## config.mk

```make
export PLATFORM = sky130hd
export DESIGN_NAME = regfile_p
export DESIGN_NICKNAME = d
export VERILOG_FILES = /design/src/rtl/regfile_p.sv
export SDC_FILE = /design/constraint.sdc
export NUM_CORES = 1
export LEC_CHECK = 0
export BUFFER_PORTS_ARGS = -buffer_cell sky130_fd_sc_hd__buf_2
export CAP_MARGIN = 15
export CORE_UTILIZATION = 60
export CTS_BUF_LIST = sky130_fd_sc_hd__clkbuf_2
export DETAILED_ROUTE_END_ITERATION = 8
export HOLD_SLACK_MARGIN = 0.06
export PLACE_DENSITY = 0.79
export SYNTH_ARGS = -nofsm -noshare
export SYNTH_HDL_FRONTEND = slang
export SYNTH_SLANG_ARGS = --single-unit
```

## constraint.sdc

```tcl
create_clock -name clk -period 5.6 [get_ports clk]
set_input_delay 0.28 -clock clk [delete_from_list [all_inputs] [get_ports clk]]
set_output_delay 0.28 -clock clk [all_outputs]
set_load 0.005 [all_outputs]
```

## src/rtl/regfile_p.sv

```systemverilog
// ============================================================================
// Module   : regfile_p
// Purpose  : Parametrised register file, 2 combinational read ports, 1 write
//            port, optional write-through bypass and hardwired-zero entry 0.
//            A sequential clear engine zeroes the array after reset and on
//            request; writes are ignored while it runs.
// Revision : 1.0 - initial release
// ============================================================================
`default_nettype none

module regfile_p #(
  parameter int W       = 8,
  parameter int AW      = 4,
  parameter int ZERO_R0 = 0,
  parameter int BYPASS  = 1
) (
  input  logic          clk,
  input  logic          rst_n,
  input  logic          we,
  input  logic [AW-1:0] wa3,
  input  logic [W-1:0]  wd3,
  input  logic [AW-1:0] ra1,
  input  logic [AW-1:0] ra2,
  input  logic          clr,
  output logic [W-1:0]  rd1,
  output logic [W-1:0]  rd2,
  output logic          busy
);

  localparam int D = 2**AW;

  typedef enum logic {
    ST_CLEAR = 1'b0,
    ST_IDLE  = 1'b1
  } state_t;

  state_t          state_q;
  logic [AW-1:0]   cnt_q;
  logic [W-1:0]    regs_q [D];

  logic            wr_eff;
  logic            clr_wr;
  logic            zero_wa;

  // A write to entry 0 is discarded when entry 0 is hardwired to zero
  assign zero_wa = (ZERO_R0 != 0) && (wa3 == '0);
  assign wr_eff  = we && (state_q == ST_IDLE) && !clr && !zero_wa;
  // A clr seen while clearing restarts the sweep and clears nothing that edge
  assign clr_wr  = (state_q == ST_CLEAR) && !clr;
  assign busy    = (state_q == ST_CLEAR);

  // Clear-engine FSM: sweep cnt over every entry, then idle until clr
  always_ff @(posedge clk or negedge rst_n) begin
    if (!rst_n) begin
      state_q <= ST_CLEAR;
      cnt_q   <= '0;
    end else begin
      case (state_q)
        ST_CLEAR: begin
          if (clr) begin
            cnt_q <= '0;
          end else if (cnt_q == AW'(D-1)) begin
            state_q <= ST_IDLE;
            cnt_q   <= '0;
          end else begin
            cnt_q <= cnt_q + AW'(1);
          end
        end
        ST_IDLE: begin
          if (clr) begin
            state_q <= ST_CLEAR;
            cnt_q   <= '0;
          end
        end
        default: begin
          state_q <= ST_CLEAR;
          cnt_q   <= '0;
        end
      endcase
    end
  end

  // Storage update: clear sweep has priority; no reset on the array itself
  always_ff @(posedge clk) begin
    if (clr_wr) begin
      regs_q[cnt_q] <= '0;
    end else if (wr_eff) begin
      regs_q[wa3] <= wd3;
    end
  end

  // Read port 1: clearing -> 0, hardwired zero -> 0, bypass, else array
  always_comb begin
    rd1 = regs_q[ra1];
    if (state_q == ST_CLEAR) begin
      rd1 = '0;
    end else if ((ZERO_R0 != 0) && (ra1 == '0)) begin
      rd1 = '0;
    end else if ((BYPASS != 0) && wr_eff && (wa3 == ra1)) begin
      rd1 = wd3;
    end
  end

  // Read port 2: same priority as port 1
  always_comb begin
    rd2 = regs_q[ra2];
    if (state_q == ST_CLEAR) begin
      rd2 = '0;
    end else if ((ZERO_R0 != 0) && (ra2 == '0)) begin
      rd2 = '0;
    end else if ((BYPASS != 0) && wr_eff && (wa3 == ra2)) begin
      rd2 = wd3;
    end
  end

endmodule

`default_nettype wire

```

* Yosys cells after proc, flatten, opt, wreduce, memory -nomap -nowiden *
Memory sizes are Yosys's and may differ from the RTL's.
Index checks and enable logic that the tools add are counted.

storage, ports and cells
  memories = 1
  RAM bits = 128
  bits of input ports = 24
  output and inout port bits = 17
  register bits after elaboration = 5

operators by class
  multiplexer cells = 20
  reductions and logical operators = 7
  equality and inequality tests = 4
  bitwise logic cells = 1
  add/subtract/negate cells = 1

memories
  name    words  bits a word  rd ports  clocked after Yosys merged registers in  write ports  line  text
  regs_q  16     8            2         0                                        1            39    logic [W-1:0] regs_q [D];

operators with widths
  kind                 count
  $mux 8               5
  $mux 4               4
  $mux 1               9
  $eq 4x4->1           2
  $pmux 4 s2           1
  $reduce_or 8->1      1
  $logic_and 1x1->1    5
  $add 4x1->4 const B  1
  $eq 4x4->1 const B   1
  $ne 2x2->1 const B   1
  $pmux 1 s2           1
  $logic_not 1->1      1
  $not 1->1            1

* Longest topological paths before layout *
Gate-level depths: netlist of run 1.

  word-level depth = 7
  mapped depth = 6

* Worst setup path after synthesis of run 1 *
No wires, ideal clock.

  path type = reg2reg
  from = register state_q
  to = memory regs_q[1][0] (enable)
  data arrival time = 1649 ps
  cell stages (with the launch flop) = 7
  setup time = 370 ps
  slack = 3581 ps
  required time = 5230 ps
  clock period less this slack = 2019 ps
  cell sequence = dfrtp_1 > buf_2 > and3b_1 > buf_2 > clkbuf_1 > a31oi_1 > nor2_1

between the ends
  cells in the longest elaborated chain, start to end = 7

ends and longest elaborated chain
  element                                                   line  text
  start: declaration                                        37    state_t state_q;
  start signal: assignment                                  55    state_q <= ST_CLEAR;
  start signal: assignment                                  63    state_q <= ST_IDLE;
  start signal: assignment                                  71    state_q <= ST_CLEAR;
  $logic_and 1x1->1 (2 in series)                           47    assign wr_eff = we && (state_q == ST_IDLE) && !clr && !zero_wa;
  $mux 1                                                    87    end else if (wr_eff) begin
  $mux 1                                                    85    if (clr_wr) begin
  $mux 1 (not written as such)                              88    regs_q[wa3] <= wd3;
  $reduce_or 8->1 (no source line)                          -
  $mux 4 (no source line) / $mux 1 (equally long branches)  -
  end: declaration                                          39

Several ways; a longest one is shown, not always the timed one.

* Worst setup path in the final report of run 1 *
  from = register state_q
  to = output port rd1[1]

between the ends
  cells in the longest elaborated chain, start to end = 5

ends and longest elaborated chain
  element                          line  text
  $logic_and 1x1->1 (2 in series)  47
  $logic_and 1x1->1                99    end else if ((BYPASS != 0) && wr_eff && (wa3 == ra1)) begin
  $mux 8                           99
  $mux 8 *                         95    if (state_q == ST_CLEAR) begin
  end: declaration                 25    output logic [W-1:0] rd1,

Every way passes the cells marked *; elsewhere a longest branch is shown, timed or not.

==> summary.md, run 1 <==
| Metric | Value |
|---|---|
| Total gr overflow | `0` |
| Yosys top cell area share | `57.5%` |
| Final period utilization | `62.3%` |
| Routed vias/inst | `7.39` |
| Hold WC Path Type | `in -> reg` |
| Setup TNS | `0 ns` |
| CTS tree | `built` |
| Worst EP arrival | `3.21 ns` |
| ANT cells | `0` |
| Gr usage total | `31.9%` |
| CTS sink cnt | `133` |
| Layout area overhead | `6.51%` |
| Fin. max-slew vios | `0` |
| Row Count | `38` |
| Post-synthesis cell type count | `41` |
| Dpl cell area | `6840 sq um` |
| PD cells | `255 nW/um^2` |
| Seq/Total Area, Yosys | `59.4%` |
| Worst EP required | `5.32 ns` |
| 1st-iter DRT viols | `687` |
| Antenna-violating nets left | `0` |
| Fmax | `0.287 GHz` |
| Design area | `7120 sq um` |
| Combinational power share | `9.1%` |
| CP bufs+invs | `1` |
| Int Pwr | `1.36 mW` |
| Clock Latency Late Sink | `0.73 ns` |
| Crit end category | `output pin` |
| Die Ht | `108 microns` |
| Clock Power Share | `30.5%` |
| Status | `complete, no violations` |
| Yosys warning total | `0` |
| Max Buffers Root-to-Sink | `2` |
| Routability Congestion | `0.842` |
| Leading area contributor after synthesis | `edfxtp_1` |
| Drt drc | `0` |
| Net count after synthesis | `400` |
| Post-synthesis async set-or-reset flop share | `3.76%` |
| Top-count cell post-synth | `edfxtp_1` |
| Avg Cell Area, Syn | `17.8 sq um` |
| Initial Util | `61.7%` |
| CP max stage delay | `0.75 ns` |
| WL/cell | `30.1 microns` |
| Max cap viols | `0` |
| First-pass GRT wire length | `25000 microns` |
| Part of the power in registers | `60.5%` |
| Largest net degree at the start of global routing | `34` |
| RSZ-0062 raised after global routing | `no` |
| Cells after Synth | `375` |
| Slew HR | `18.2%` |
| Sw Share | `25.2%` |
| Flip-flop and latch count after synthesis | `133` |
| CTS Buf Count | `17` |
| Lkg Pwr | `2.28 nW` |
| Routed WL | `17000 microns` |
| Die Wd | `108 microns` |
| Setup repair bufs after CTS | `0` |
| I/O pin total | `41` |
| Final hold violations | `0` |
| Post-synth top cells | `edfxtp_1, mux4_2, a22oi_1` |
| Cts repair resizes | `0` |
| Post-synth top flop | `edfxtp_1` |
| Max IR drop VDD | `0.214 mV` |
| # nets final | `437` |
| Clk root buf | `clkbuf_2` |
| Startpoint Class | `flop` |
| Crit path kind | `reg -> out` |
| Worst-path fanout max | `22` |
| Final setup viols | `0` |
| Core ar. | `10800 sq um` |
| Final min period | `3.49 ns` |
| H-tree depth | `4` |
| Clk_skew | `0.0471 ns` |
| Crit path cell chain | `and3b_1, a41oi_1, a22o_1, buf_2` |
| Number of synthesized flops with an enable pin | `128` |
| Layout Utilization | `65.7%` |
| CP delay by family, top | `compound AO/OA/AOI/OAI gates` |
| Hold_buf cts | `3` |
| Layout cells sized above 1 | `27.1%` |
| Vias in the first global route | `4063` |
| Port Buffer Count | `40` |
| CTS clk-pin slew, worst paths | `0.22 ns` |
| Post-DP HPWL | `10700 microns` |
| Total vias in the final route | `4176` |
| Initial antenna violation count | `0` |
| CP max stage cell | `and3b_1` |
| Synth area leaders | `edfxtp_1, mux4_2, mux4_1, a22oi_1, a22o_1` |
| Detailed Routing Iterations Pass 1 | `6` |
| Psw | `0.458 mW` |
| Mapped cell area | `6690 sq um` |
| Worst slew pin tran | `1.22 ns` |
| Die area | `11600 sq um` |
sequential cells by signal, indices dropped and copies added (netlist names):
signal / flops
regs_q: 128
state_q: 1
cnt_q: 4
power groups by stage:
| stage | registers [mW] | clock network (mW) | logic, mW |
|---|---|---|---|
| 3_3_place_gp | 1.12 | 0 | 0.154 |
| 2_1_floorplan | 1.12 | 0 | 0.121 |
| 5_1_grt | 1.10 | 0.593 | 0.175 |
| 3_5_place_dp | 1.12 | 0 | 0.158 |
| 6_report | 1.10 | 0.554 | 0.165 |
| 4_1_cts | 1.10 | 0.554 | 0.161 |
metrics by stage:
| step | total power, mW | setup slack (ns) | hold slack [ns] | std cells |
|---|---|---|---|---|
| 3_5_place_dp | 1.28 | 2.59 | 0.101 | 528 |
| 6_report | 1.82 | 2.11 | 0.146 | 565 |
| 4_1_cts | 1.81 | 2.25 | 0.147 | 563 |
| 3_3_place_gp | 1.27 | 2.75 | 0.0939 | 528 |
| 2_1_floorplan | 1.24 | 3.58 | -0.0156 | 375 |
| 5_1_grt | 1.87 | 2.03 | 0.170 | 565 |
final timing paths:
path                            startpoint           end  slack, ns  cells after the start
worst min-delay path                wd3[7]  regs_q[9][7]       0.15                      2
worst min register to register    cnt_q[2]       state_q       0.62                      2
max in group asynchronous            rst_n      cnt_q[1]       4.94                      3
worst max-delay path               state_q        rd1[1]       2.11                      4
min in group asynchronous            rst_n       state_q       0.44                      3
worst max register to register     state_q  regs_q[1][2]       2.46                      4
routing by layer:
| metal | wire length [microns] | global-route usage, % | up-vias | part of all wire [%] |
|---|---|---|---|---|
| li1 | - | - | 1672 | - |
| met1 | 6480 | 45.1 | 2119 | 38 |
| met2 | 8020 | 47.6 | 340 | 47 |
| met3 | 1910 | 7.63 | 45 | 11 |
| met4 | 566 | 15.0 | 0 | 3.3 |
| met5 | 0 | 0 | - | 0 |
kinds of logic after synthesis:
group                      synth area share [%]
muxes                                      23.5
and+or+nand+nor                            5.30
AOI/OAI and AO/OA                          6.85
buffers and inverters                      3.67
DFF                                        59.4
adders and majority gates                 0.187
xor gates and xnor gates                   1.18
cells in the final DEF, fill, tap and decap left out, types with 3 or more instances in the layout:
cell type	instances
a21oi_1	6
a22o_1	16
a22oi_1	32
a31oi_1	4
and2_1	10
buf_2	40
clkbuf_2	17
clkinv_2	7
clkinv_4	3
dfrtp_1	5
dlygate4sd3_1	3
edfxtp_1	128
inv_1	3
mux4_1	25
mux4_2	38
nand2_1	21
nor2_1	24
nor2b_1	4
nor3b_1	3
xnor2_1	5
xor2_1	4
final cells by class:
class | count | area, sq um
Fill cell | 753 | 3720
Tap cell | 140 | 175
Multi-Input combinational cell | 211 | 2470
Sequential cell | 133 | 3970
Clock buffer | 17 | 85.1
Timing Repair Buffer | 46 | 269
Clock inverter | 15 | 140
Inverter | 3 | 11.3
No activity file was read; power rests on OpenSTA's default activity.
==> inputs of run 2 (changes only) <==
--- a/config.mk
+++ b/config.mk
@@ -5,13 +5,14 @@
 export SDC_FILE = /design/constraint.sdc
 export NUM_CORES = 1
 export LEC_CHECK = 0
+export ABC_AREA = 1
 export BUFFER_PORTS_ARGS = -buffer_cell sky130_fd_sc_hd__buf_2
 export CAP_MARGIN = 15
 export CORE_UTILIZATION = 60
 export CTS_BUF_LIST = sky130_fd_sc_hd__clkbuf_2
 export DETAILED_ROUTE_END_ITERATION = 8
 export HOLD_SLACK_MARGIN = 0.06
-export PLACE_DENSITY = 0.79
+export PLACE_DENSITY = 0.78
 export SYNTH_ARGS = -nofsm -noshare
 export SYNTH_HDL_FRONTEND = slang
 export SYNTH_SLANG_ARGS = --single-unit
==> constraint.sdc (replaced) <==
create_clock -name clk -period 3.45 [get_ports clk]
set_input_delay 0.1725 -clock clk [delete_from_list [all_inputs] [get_ports clk]]
set_output_delay 0.1725 -clock clk [all_outputs]
set_load 0.005 [all_outputs]
==> summary.md, run 2 <==
| Metric | Value |
|---|---|
| Status | `complete, no violations` |
| CTS clk-pin slew, worst paths | `0.18 ns` |
| Total vias in the final route | `6906` |
| Row Count | `40` |
| ANT cells | `0` |
| Total gr overflow | `0` |
| Cts repair resizes | `0` |
| CTS sink cnt | `133` |
| First-pass GRT wire length | `34600 microns` |
| Routed vias/inst | `5.82` |
| Worst EP arrival | `2.64 ns` |
| Gr usage total | `36.8%` |
| Dpl cell area | `7890 sq um` |
| Fin. max-slew vios | `0` |
| Startpoint Class | `flop` |
| RSZ-0062 raised after global routing | `no` |
| Final period utilization | `81.5%` |
| Routability Congestion | `0.980` |
| Design area | `8240 sq um` |
| Hold WC Path Type | `in -> reg` |
| Worst slew pin tran | `1.06 ns` |
| Crit end category | `output pin` |
| Inst Count DP | `1143` |
| Worst-path fanout max | `19` |
| Layout Cells excl Fill | `1186` |
| Max FFs per register | `128` |
| Drt drc | `0` |
| Flip-flop and latch count after synthesis | `133` |
| Max IR drop VDD | `0.282 mV` |
| Filler cell count | `996` |
| Final setup viols | `0` |
| Top-count cell post-synth | `nand2_1` |
| Die Ht | `115 microns` |
| Hold_buf cts | `11` |
| Post-DP HPWL | `15100 microns` |
| Yosys warning total | `0` |
| 1st-iter DRT viols | `1194` |
| Post-synthesis cell type count | `22` |
| WL/cell | `19.3 microns` |
| Port Buffer Count | `40` |
| Max cap viols | `0` |
| Mapped cell area | `7590 sq um` |
| Final hold slack | `0.180 ns` |
| I/O pin total | `41` |
| Clock Latency Late Sink | `0.74 ns` |
| Lkg Pwr | `4.01 nW` |
| CTS Buf Count | `17` |
| Most frequent cells in the layout | `nand2_1, nand3_1, inv_1` |
| Commonest non-fill, non-tap cell in the layout | `nand2_1` |
| Post-synthesis async set-or-reset flop share | `3.76%` |
| Synth area leaders | `edfxtp_1, nand3_1, nand2_1, inv_1, nor2_1` |
| Worst EP required | `3.28 ns` |
| Setup repair bufs after CTS | `0` |
| Clk_skew | `0.0271 ns` |
| Seq/Total Area, Yosys | `52.3%` |
| Cells after Synth | `973` |
| Layout cells sized above 1 | `9.53%` |
| Setup TNS | `0 ns` |
| # nets final | `1030` |
| Detailed Routing Iterations Pass 1 | `6` |
| Post-synth top cells | `nand2_1, nand3_1, inv_1` |
| Final hold violations | `0` |
| Number of synthesized flops with an enable pin | `128` |
| Crit path kind | `reg -> out` |
| PD cells | `378 nW/um^2` |
| Max Buffers Root-to-Sink | `2` |
| Largest net degree at the start of global routing | `66` |
| Initial antenna violation count | `1` |
| Regs by FF count | `regs_q x128, cnt_q x4, state_q x1` |
| Core ar. | `12200 sq um` |
| H-tree depth | `4` |
| Layout Utilization | `67.8%` |
| Die Wd | `115 microns` |
| Routed WL | `22900 microns` |
| Avg Cell Area, Syn | `7.81 sq um` |
| Final min period | `2.81 ns` |
| Die area | `13100 sq um` |
| CTS tree | `built` |
| Post-synth top flop | `edfxtp_1` |
| Clk root buf | `clkbuf_2` |
| Net count after synthesis | `998` |
| Layout area overhead | `8.53%` |
| Initial Util | `62.4%` |
| Vias in the first global route | `6033` |
| Antenna-violating nets left | `0` |
| Leading area contributor after synthesis | `edfxtp_1` |
| Fmax | `0.356 GHz` |
| Biggest register | `regs_q` |
| Slew HR | `29.0%` |
| Yosys top cell area share | `50.6%` |
## run 2: cell types whose count changed after synthesis, sizes merged, moves of 10 or more
| cell | change |
|---|---|
| inv | +168 |
| a22oi | -32 |
| nand3 | +246 |
| a22o | -16 |
| nand2 | +267 |
| nor2 | +38 |
| mux4 | -64 |
| buf | +17 |
| and2 | -10 |
## run 2: cells by family after synthesis
logic type      share of synthesized area, %
simple gates                            34.2
buf+inv                                 11.7
flops                                   52.3
xor+xnor                                1.15
compound gates                         0.544
fa+ha+maj                              0.165
## run 2: layout make-up
class	count	area (sq um)	share of cell area, %
clock buffer	21	105	1.28
clock inverter	11	134	1.62
inverter	171	642	7.79
multi-input combinational	617	2740	33.3
sequential	133	3970	48.1
tap	168	210	2.55
timing repair buffer	65	440	5.34
## run 2: final timing paths
kind | from | end | slack [ns] | cells after the start
min reg2reg | state_q | cnt_q[1] | 0.61 | 3
max reg2reg | state_q | regs_q[13][6] | 0.94 | 6
max in group asynchronous | rst_n | cnt_q[3] | 2.96 | 3
max | state_q | rd1[5] | 0.64 | 10
min | we | regs_q[7][6] | 0.18 | 3
min in group asynchronous | rst_n | cnt_q[1] | 0.32 | 3
## run 2: worst max-delay path: stages (launching register included)
cell     delay, ns
dfrtp_1       0.40
inv_2         0.17
nor2_8        0.17
nand2_4       0.16
nor2_2        0.16
nand3_2       0.30
nor2_1        0.19
nor2_1        0.05
nand2_1       0.13
inv_1         0.05
buf_2         0.12
## run 2: metal layers
metal | share of wire, % | routed length (microns) | GRT usage (%) | up-vias
met5 | 0 | 0 | 0 | -
met4 | 4.4 | 1010 | 19.5 | 0
met3 | 14 | 3110 | 9.90 | 83
met2 | 42 | 9570 | 51.3 | 561
met1 | 40 | 9210 | 52.5 | 3091
li1 | - | - | - | 3171
## run 2: through the flow
step           setup slack [ns]  power (mW)
3_5_place_dp               1.05        2.17
2_1_floorplan              1.58        2.05
5_1_grt                   0.430        3.21
6_report                  0.640        3.12
4_1_cts                   0.619        3.11
3_3_place_gp               1.15        2.17
## run 2: where the power goes
| part | leakage, nW | internal [mW] | switching, mW | total [mW] |
|---|---|---|---|---|
| Sequential | 1.15 | 1.77 | 0.0108 | 1.78 |
| Clock | 0.151 | 0.407 | 0.550 | 0.957 |
| Combinational | 2.71 | 0.112 | 0.269 | 0.381 |
